==> src/rtl/mem_wr_32to8_ctrl_pkg.sv <==
// mem_wr_32to8_ctrl_pkg: state encoding, word geometry and byte-lane helper for the 32-to-8 write controller
package mem_wr_32to8_ctrl_pkg;
  typedef enum logic [1:0] {
    ST_CLEAR = 2'd0,
    ST_IDLE  = 2'd1,
    ST_WRITE = 2'd2
  } state_t;
  localparam int BYTES_PER_WORD = 4;
  function automatic logic [7:0] byte_lane(input logic [31:0] w, input logic [1:0] k);
    return w[{k, 3'b000} +: 8];
  endfunction
endpackage

==> src/rtl/mem_wr_32to8_ctrl.sv <==
// mem_wr_32to8_ctrl: serialises 32-bit word writes into byte writes and zero-fills the RAM on demand
module mem_wr_32to8_ctrl
  import mem_wr_32to8_ctrl_pkg::*;
#(
  parameter int ADDR_W         = 10,
  parameter bit CLEAR_ON_RESET = 1'b1
) (
  input  logic              clock,
  input  logic              reset,
  input  logic              s_valid,
  output logic              s_ready,
  input  logic [ADDR_W-3:0] s_addr,
  input  logic [31:0]       s_data,
  input  logic [3:0]        s_be,
  input  logic              clr_req,
  output logic              busy,
  output logic              wren,
  output logic [ADDR_W-1:0] wraddress,
  output logic [7:0]        data
);
  localparam state_t RST_STATE = CLEAR_ON_RESET ? ST_CLEAR : ST_IDLE;
  state_t            r_state, w_next;
  // extra MSB flags that the last fill address has already been emitted
  logic [ADDR_W:0]   r_cnt, w_cnt;
  logic [1:0]        r_k, w_k, w_k1;
  logic [ADDR_W-3:0] r_addr;
  logic [31:0]       r_word;
  logic [3:0]        r_be;
  logic              r_wren, w_wren;
  logic [ADDR_W-1:0] r_wraddress, w_wraddress;
  logic [7:0]        r_data, w_data;
  logic              w_last, w_done, w_accept;
  assign w_last    = r_k == 2'(BYTES_PER_WORD - 1);
  assign w_done    = r_cnt[ADDR_W];
  assign w_k1      = r_k + 2'd1;
  assign s_ready   = (r_state == ST_IDLE && !clr_req) || (r_state == ST_WRITE && w_last);
  assign w_accept  = s_valid && s_ready;
  assign busy      = r_state != ST_IDLE;
  assign wren      = r_wren;
  assign wraddress = r_wraddress;
  assign data      = r_data;
  always_ff @(posedge clock) begin
    if (reset) begin
      r_state     <= RST_STATE;
      r_cnt       <= '0;
      r_k         <= '0;
      r_wren      <= 1'b0;
      r_wraddress <= '0;
      r_data      <= '0;
    end else begin
      r_state     <= w_next;
      r_cnt       <= w_cnt;
      r_k         <= w_k;
      r_wren      <= w_wren;
      r_wraddress <= w_wraddress;
      r_data      <= w_data;
    end
  end
  always_ff @(posedge clock) begin
    if (w_accept) begin
      r_addr <= s_addr;
      r_word <= s_data;
      r_be   <= s_be;
    end
  end
  always_comb begin
    case (r_state)
      ST_CLEAR: w_next = w_done ? ST_IDLE : ST_CLEAR;
      ST_IDLE:  w_next = clr_req ? ST_CLEAR : (s_valid ? ST_WRITE : ST_IDLE);
      ST_WRITE: w_next = !w_last ? ST_WRITE : (s_valid ? ST_WRITE : ST_IDLE);
      default:  w_next = RST_STATE;
    endcase
  end
  always_comb begin
    w_wren      = 1'b0;
    w_wraddress = r_wraddress;
    w_data      = r_data;
    w_cnt       = r_cnt;
    w_k         = r_k;
    if (r_state == ST_CLEAR && !w_done) begin
      w_wren      = 1'b1;
      w_wraddress = r_cnt[ADDR_W-1:0];
      w_data      = 8'h00;
      w_cnt       = r_cnt + (ADDR_W + 1)'(1);
    end else if (w_accept) begin
      w_wren      = s_be[0];
      w_wraddress = {s_addr, 2'b00};
      w_data      = byte_lane(s_data, 2'd0);
      w_k         = 2'd0;
    end else if (r_state == ST_WRITE && !w_last) begin
      w_wren      = r_be[w_k1];
      w_wraddress = {r_addr, w_k1};
      w_data      = byte_lane(r_word, w_k1);
      w_k         = w_k1;
    end else if (r_state == ST_IDLE && clr_req) begin
      w_cnt = '0;
    end
  end
endmodule

==> config.mk <==
export PLATFORM = sky130hd
export DESIGN_NAME = mem_wr_32to8_ctrl
export DESIGN_NICKNAME = d
export VERILOG_FILES = /design/src/rtl/mem_wr_32to8_ctrl_pkg.sv /design/src/rtl/mem_wr_32to8_ctrl.sv
export SDC_FILE = /design/constraint.sdc
export NUM_CORES = 1
export LEC_CHECK = 0
export ABC_AREA = 1
export BUFFER_PORTS_ARGS = -buffer_cell sky130_fd_sc_hd__buf_2
export CAP_MARGIN = 10
export CORE_ASPECT_RATIO = 1.25
export CORE_MARGIN = 2
export CORE_UTILIZATION = 54
export DETAILED_ROUTE_END_ITERATION = 6
export GPL_ROUTABILITY_DRIVEN = 0
export GPL_TIMING_DRIVEN = 1
export PLACE_DENSITY_LB_ADDON = 0.2
export SLEW_MARGIN = 20
export SYNTH_ARGS = -nofsm -noshare
export SYNTH_HDL_FRONTEND = slang
export SYNTH_SLANG_ARGS = --single-unit
==> constraint.sdc <==
create_clock -name clock -period 2.3 [get_ports clock]
set_clock_uncertainty 0.2 [all_clocks]
set_input_delay 0.23 -clock clock [delete_from_list [all_inputs] [get_ports clock]]
set_output_delay 0.23 -clock clock [all_outputs]
set_load 0.01 [all_outputs]
==> results.cfg, run 1 <==
[setup_path]
critPathMaxFanout = 21
start_kind = register
crit_family = buffers and inverters
endpoint_kind = register
crit_buf_inv = 2
cpPeakStageDelay_ps = 440
cp.arrival_ps = 2100
cp_cell_sequence = buf_4, clkinv_1, o21ai_0, o21ai_0, nand2_1, nand2_1, nor2_1, nor2_1
required_ps = 2350
critPathKind = register to register
cpMaxStageDelayCell = clkinv_1

[timing]
period_share_pct = 89.0
period_needed_ps = 2050
worst_slew_pin_slew_ps = 462
relSlewSlack_pct = 69.0
finalMaxSlewViolations = 0
setup_viol = 0
finalHoldViolCount = 0
rsz0062_at_grt = no
max_freq_ghz = 0.488
layout_setup_ws_ps = 252
fin_setup_tns_ps = 0

[floorplanning]
std_cell_rows = 32
die-area_mm2 = 0.00698
die_h_um = 92.9
core_mm2 = 0.00617
initial_utilization_pct = 55.4
num_io_pins = 69
die_w_um = 75.2

[detailed_routing]
avgViaCountPerCell = 5.15
vias = 3034
routed_wl_um = 8130
firstDrtPassIters = 5
dr.first_iter.drc_count = 143
drc_errors = 0
wl_per_cell_um = 13.8
ant_nets = 0

[layout]
utilization_pct = 73.3
nFillCells = 496
drive_gt1_share_pct = 19.4
regArea_mm2 = 0.00200
multi_input_area_mm2 = 0.00119
nNetsFinal = 550
diodes = 0
syn2layout_area_growth_pct = 32.2

[clocking]
hold_buffers = 45
clock_latency_ps = 360
post_cts_buffers = 0
h-tree-depth = 3
cts_root_buf = clkbuf_8
numCtsBuffers = 9
clk_pin_slew_ps = 80
cts_max_path_buffers = 2
cts.sinks = 78
post_cts_resize_count = 0
cts_tree = built

[synthesis]
synth_commonest_cells = nand2_1, nor2_1, edfxtp_1
synth_top_area_share_pct = 38.7
yosysSeqAreaShare_pct = 58.6
synth-edff-count = 44
ys_top_cells_by_area = edfxtp_1, dfxtp_1, nand2_1
syn-cell-area_mm2 = 0.00342
syn_area_per_cell_um2 = 8.88
synthArstFlopShare_pct = 0
ys.flop_type = edfxtp_1
synthCells = 385
postSynthRegisterBits = 78
synth_cell_type_count = 30
yosys_warnings = 0
syn_nets = 436
synth.most_common_cell = nand2_1
yosysTopAreaCell = edfxtp_1

[global_routing]
grt-ovfl-total = 0
grt_max_degree = 49
grt_usage_pct = 24.6
antenna_found_initial = 0
first_global_vias = 2912
grt_pass1_wl_um = 13000

[power_and_ir_drop]
p_per_area_mw_per_mm2 = 638
power_mw = 2.88
leakage_nw = 1.93
ir_worst_vdd_mv = 0.456

[flow_run]
cap_violations = 0

[place]
post-place-ws_ps = 283
io_buffer_count = 68
hpwl_um = 5140

[min_path]
min_path_type = primary input to register

[outcome]
status = finished clean
[registers in the layout (all words and copies together) (netlist names)]
register,flops
r_state,2
r_word,32
r_addr,8
r_k,2
data,8
r_be,4
r_cnt,11
wren,1
wraddress,10
[per-stage QoR]
step | hold slack, ps | area (um2) | cells
6_report | 54.8 | 4520 | 589
4_1_cts | 47.9 | 4520 | 589
5_1_grt | 79.3 | 4520 | 589
2_1_floorplan | 129 | 3420 | 385
3_5_place_dp | 208 | 3820 | 528
3_3_place_gp | 206 | 3820 | 528
[area by class of cell]
cell class	instances	area share, %
Sequential cell	78	44.3
Multi-Input combinational cell	258	26.4
Timing Repair Buffer	118	18.6
Clock buffer	11	3.13
Inverter	34	2.83
Clock inverter	5	2.35
Tap cell	85	2.35
[cell usage in the layout, fill, tap and decap left out, types with 2 or more instances in the layout]
| cell type | Yosys | routed |
|---|---|---|
| a211oi_1 | 2 | 2 |
| a21oi_1 | 22 | 22 |
| buf_2 | 7 | 68 |
| buf_4 | 2 | 4 |
| bufinv_16 | 0 | 3 |
| clkbuf_8 | 0 | 10 |
| clkinv_1 | 2 | 2 |
| dfxtp_1 | 34 | 34 |
| dlygate4sd3_1 | 0 | 45 |
| edfxtp_1 | 44 | 44 |
| ha_1 | 3 | 3 |
| inv_1 | 30 | 30 |
| inv_2 | 2 | 2 |
| nand2_1 | 78 | 78 |
| nand2_2 | 3 | 3 |
| nand3_1 | 17 | 17 |
| nand4_1 | 11 | 11 |
| nor2_1 | 72 | 72 |
| nor3_1 | 4 | 4 |
| o21ai_0 | 35 | 35 |
[routing by layer]
layer	share of wire, %	up-vias	wire [um]	track usage [%]
li1	-	1507	-	-
met1	40	1410	3250	28.6
met2	53	101	4310	43.4
met3	5.0	16	409	4.24
met4	2.0	0	160	10.4
met5	0	-	0	0
[worst paths after layout]
path                            slack (ps)          from  cells past startpoint      endpoint
worst max-delay path                   250        r_k[0]                      8       data[0]
worst min-delay path                    50         reset                      2  wraddress[9]
worst max register to register         250        r_k[0]                      8       data[0]
worst min register to register         270  wraddress[1]                      2  wraddress[1]
[power breakdown]
group | total, mW | internal [mW] | switching (mW)
registers | 1.48 | 1.48 | 0.00761
logic | 0.141 | 0.0894 | 0.0520
clock network | 1.26 | 0.753 | 0.504
[logic make-up after synthesis]
| family | count (synthesis) | synth area share [%] |
|---|---|---|
| XOR/XNOR | 1 | 0.256 |
| flip-flops | 78 | 58.6 |
| AO/OA/AOI/OAI | 63 | 9.89 |
| adder cells (fa/ha/maj) | 3 | 1.10 |
| buffers and inverters | 49 | 6.52 |
| AND/OR/NAND/NOR | 191 | 23.7 |
No activity file was read; power rests on OpenSTA's default activity.
==> inputs of run 2 (changes only) <==
Settings changed: MAX_ROUTING_LAYER set to met4.
Clock period 2.3 ns to 2.03 ns, I/O delays scaled along.
==> run 2 against run 1 <==
  * Register-to-register slack worse by 120 ps
  * Wire length is 2.5% higher
  * Critical path type is now register to output port
  * Power is 6.8% higher
  * Critical endpoint is now s_ready
  * Via count stayed put
  * Largest cell class unchanged
  * Flip-flop and latch count stayed put
  * Sequential share of layout area is 0.39 points lower
  * Worst hold slack worse by 16 ps
  * Non-clock buffer count is 4 higher
  * Core utilization is 0.65 points higher
  * Combinational power is 16% higher
  * Worst setup slack worse by 140 ps
==> results.cfg, run 2 (synthesized netlist as in run 1, its figures left out) <==
[outcome]
status = finished clean

[timing]
layout_setup_ws_ps = 116
rsz0062_at_grt = no
setup_viol = 0
period_share_pct = 94.3
worst_slew_pin_slew_ps = 361
max_freq_ghz = 0.522
relSlewSlack_pct = 75.9
fin_setup_tns_ps = 0
finalHoldViolCount = 0
period_needed_ps = 1910
finalMaxSlewViolations = 0

[setup_path]
path_depth = 5
endpoint_kind = output port
crit_start = r_k[0]
crit_buf_inv = 2
cp.arrival_ps = 1510
start_kind = register
crit_family = flip-flops
cpMaxStageDelayCell = dfxtp_1
rrSetupSlack_ps = 130
rr_startpoint = r_k[0]
cpPeakStageDelay_ps = 370
r2r_cells = 9
rr_endpoint = wraddress[1]
cp-endpoint = s_ready
required_ps = 1630
cp_cell_sequence = ha_1, nand3_1, nand2_2, buf_4, buf_2
critPathMaxFanout = 9
critPathKind = register to output port

[layout]
nNetsFinal = 554
drive_gt1_share_pct = 20.3
diodes = 0
layout_common_cells = nand2_1, nor2_1, buf_2, dlygate4sd3_1, edfxtp_1
final_common_cell = nand2_1
syn2layout_area_growth_pct = 33.4
largest_register = r_word
nFillCells = 469
largest_reg_flops = 32

[detailed_routing]
firstDrtPassIters = 5
vias = 3034
dr.first_iter.drc_count = 188
avgViaCountPerCell = 5.12
ant_nets = 0
wl_per_cell_um = 14.1
routed_wl_um = 8330
drc_errors = 0

[min_path]
min_path_type = primary input to register

[power_and_ir_drop]
clkPwrFrac_pct = 40.0
intPower_mw = 2.46
p_per_area_mw_per_mm2 = 676
leakage_nw = 1.95
pwr-share-seq_pct = 54.7
ir_worst_vdd_mv = 0.440
power_switching_uw = 620
switching_share_pct = 20.1
p_comb_share_pct = 5.3

[global_routing]
grt_usage_pct = 26.0
grt-ovfl-total = 0
first_global_vias = 3024
grt_pass1_wl_um = 13400
grt_max_degree = 25
antenna_found_initial = 0

[clocking]
cts.sinks = 78
cts_max_path_buffers = 2
clock_latency_ps = 350
clk_pin_slew_ps = 80
h-tree-depth = 3
cts_root_buf = clkbuf_8
numCtsBuffers = 9
cts_tree = built

[place]
io_buffer_count = 68
post-place-ws_ps = 151
hpwl_um = 5350

[floorplanning]
die-area_mm2 = 0.00698
initial_utilization_pct = 55.4
die_w_um = 75.2
die_h_um = 92.9
num_io_pins = 69
std_cell_rows = 32
core_mm2 = 0.00617

[flow_run]
cap_violations = 0
==> run 2: changes by cell type in the layout (fill, tap and decap cells not counted) <==
| cell | change |
|---|---|
| clkinv_2 | +1 |
| clkinvlp_4 | +2 |
| clkbuf_1 | -1 |
| inv_2 | -1 |
| buf_8 | +1 |
| inv_6 | +1 |
| o21ai_0 | -2 |
| clkbuf_8 | -1 |
| buf_12 | +2 |
| bufinv_16 | -1 |
| o21ai_1 | +2 |
| buf_4 | +1 |
==> run 2: how the worst min path moves through the flow <==
stage / startpoint / to / slack, ps / cells after the start
5_1_grt: reset / wraddress[5] / 50 / 2
3_5_place_dp: s_data[21] / r_word[21] / 180 / 1
2_1_floorplan: s_addr[0] / r_addr[0] / 100 / 0
6_report: reset / wraddress[8] / 40 / 2
3_3_place_gp: s_data[10] / r_word[10] / 180 / 1
4_1_cts: reset / wraddress[8] / 30 / 2
==> run 2: per-stage QoR <==
| stage | hold WS [ps] | cell area [um2] | cells | util (%) | power (mW) |
|---|---|---|---|---|---|
| 6_report | 38.7 | 4560 | 593 | 73.9 | 3.08 |
| 5_1_grt | 51.2 | 4560 | 593 | 73.9 | 3.19 |
| 4_1_cts | 32.8 | 4540 | 593 | 73.6 | 3.10 |
| 3_5_place_dp | 181 | 3880 | 532 | 62.9 | 1.81 |
| 3_3_place_gp | 180 | 3880 | 532 | 62.9 | 1.81 |
| 2_1_floorplan | 102 | 3420 | 385 | - | 1.75 |
==> run 2: layer usage <==
layer | vias to the layer above | GRT usage [%] | routed length, um
met5 | - | - | 0
met4 | 0 | 9.94 | 164
met3 | 17 | 4.68 | 299
met2 | 94 | 44.7 | 4510
met1 | 1407 | 29.6 | 3360
li1 | 1516 | - | -
==> run 2: area by class of cell <==
| cell class | instances | area, um2 | area share, % |
|---|---|---|---|
| sequential | 78 | 2000 | 43.9 |
| clock buffer | 9 | 124 | 2.72 |
| multi-input combinational | 258 | 1190 | 26.2 |
| clock inverter | 7 | 88.8 | 1.95 |
| timing repair buffer | 122 | 903 | 19.8 |
| tap | 85 | 106 | 2.33 |
| inverter | 34 | 140 | 3.08 |
==> run 2: worst register-to-register path, stage by stage, from the launching register on <==
cell and delay, ps:
dfxtp_1 340, ha_1 250, nand3_1 110, nand2_2 100, nand2_2 160, buf_12 190
nand2_4 150, nor2_1 150, nand2_1 70, a21oi_1 120
==> run 2: power by group through the flow <==
stage / logic [mW] / clock network [mW] / registers, mW
floorplan: 0.0292 / 0 / 1.72
global placement: 0.0908 / 0 / 1.72
detailed placement: 0.0944 / 0 / 1.72
CTS: 0.161 / 1.26 / 1.68
global route: 0.179 / 1.32 / 1.68
finish: 0.164 / 1.23 / 1.68
==> run 2: timing repair <==
action / in CTS / in global routing
hold endpoints to repair: 49 / 0
gates resized for setup: 0 / 7
buffers inserted: 0 / 0
setup endpoints to repair: 0 / 9
hold buffers: 45 / 0
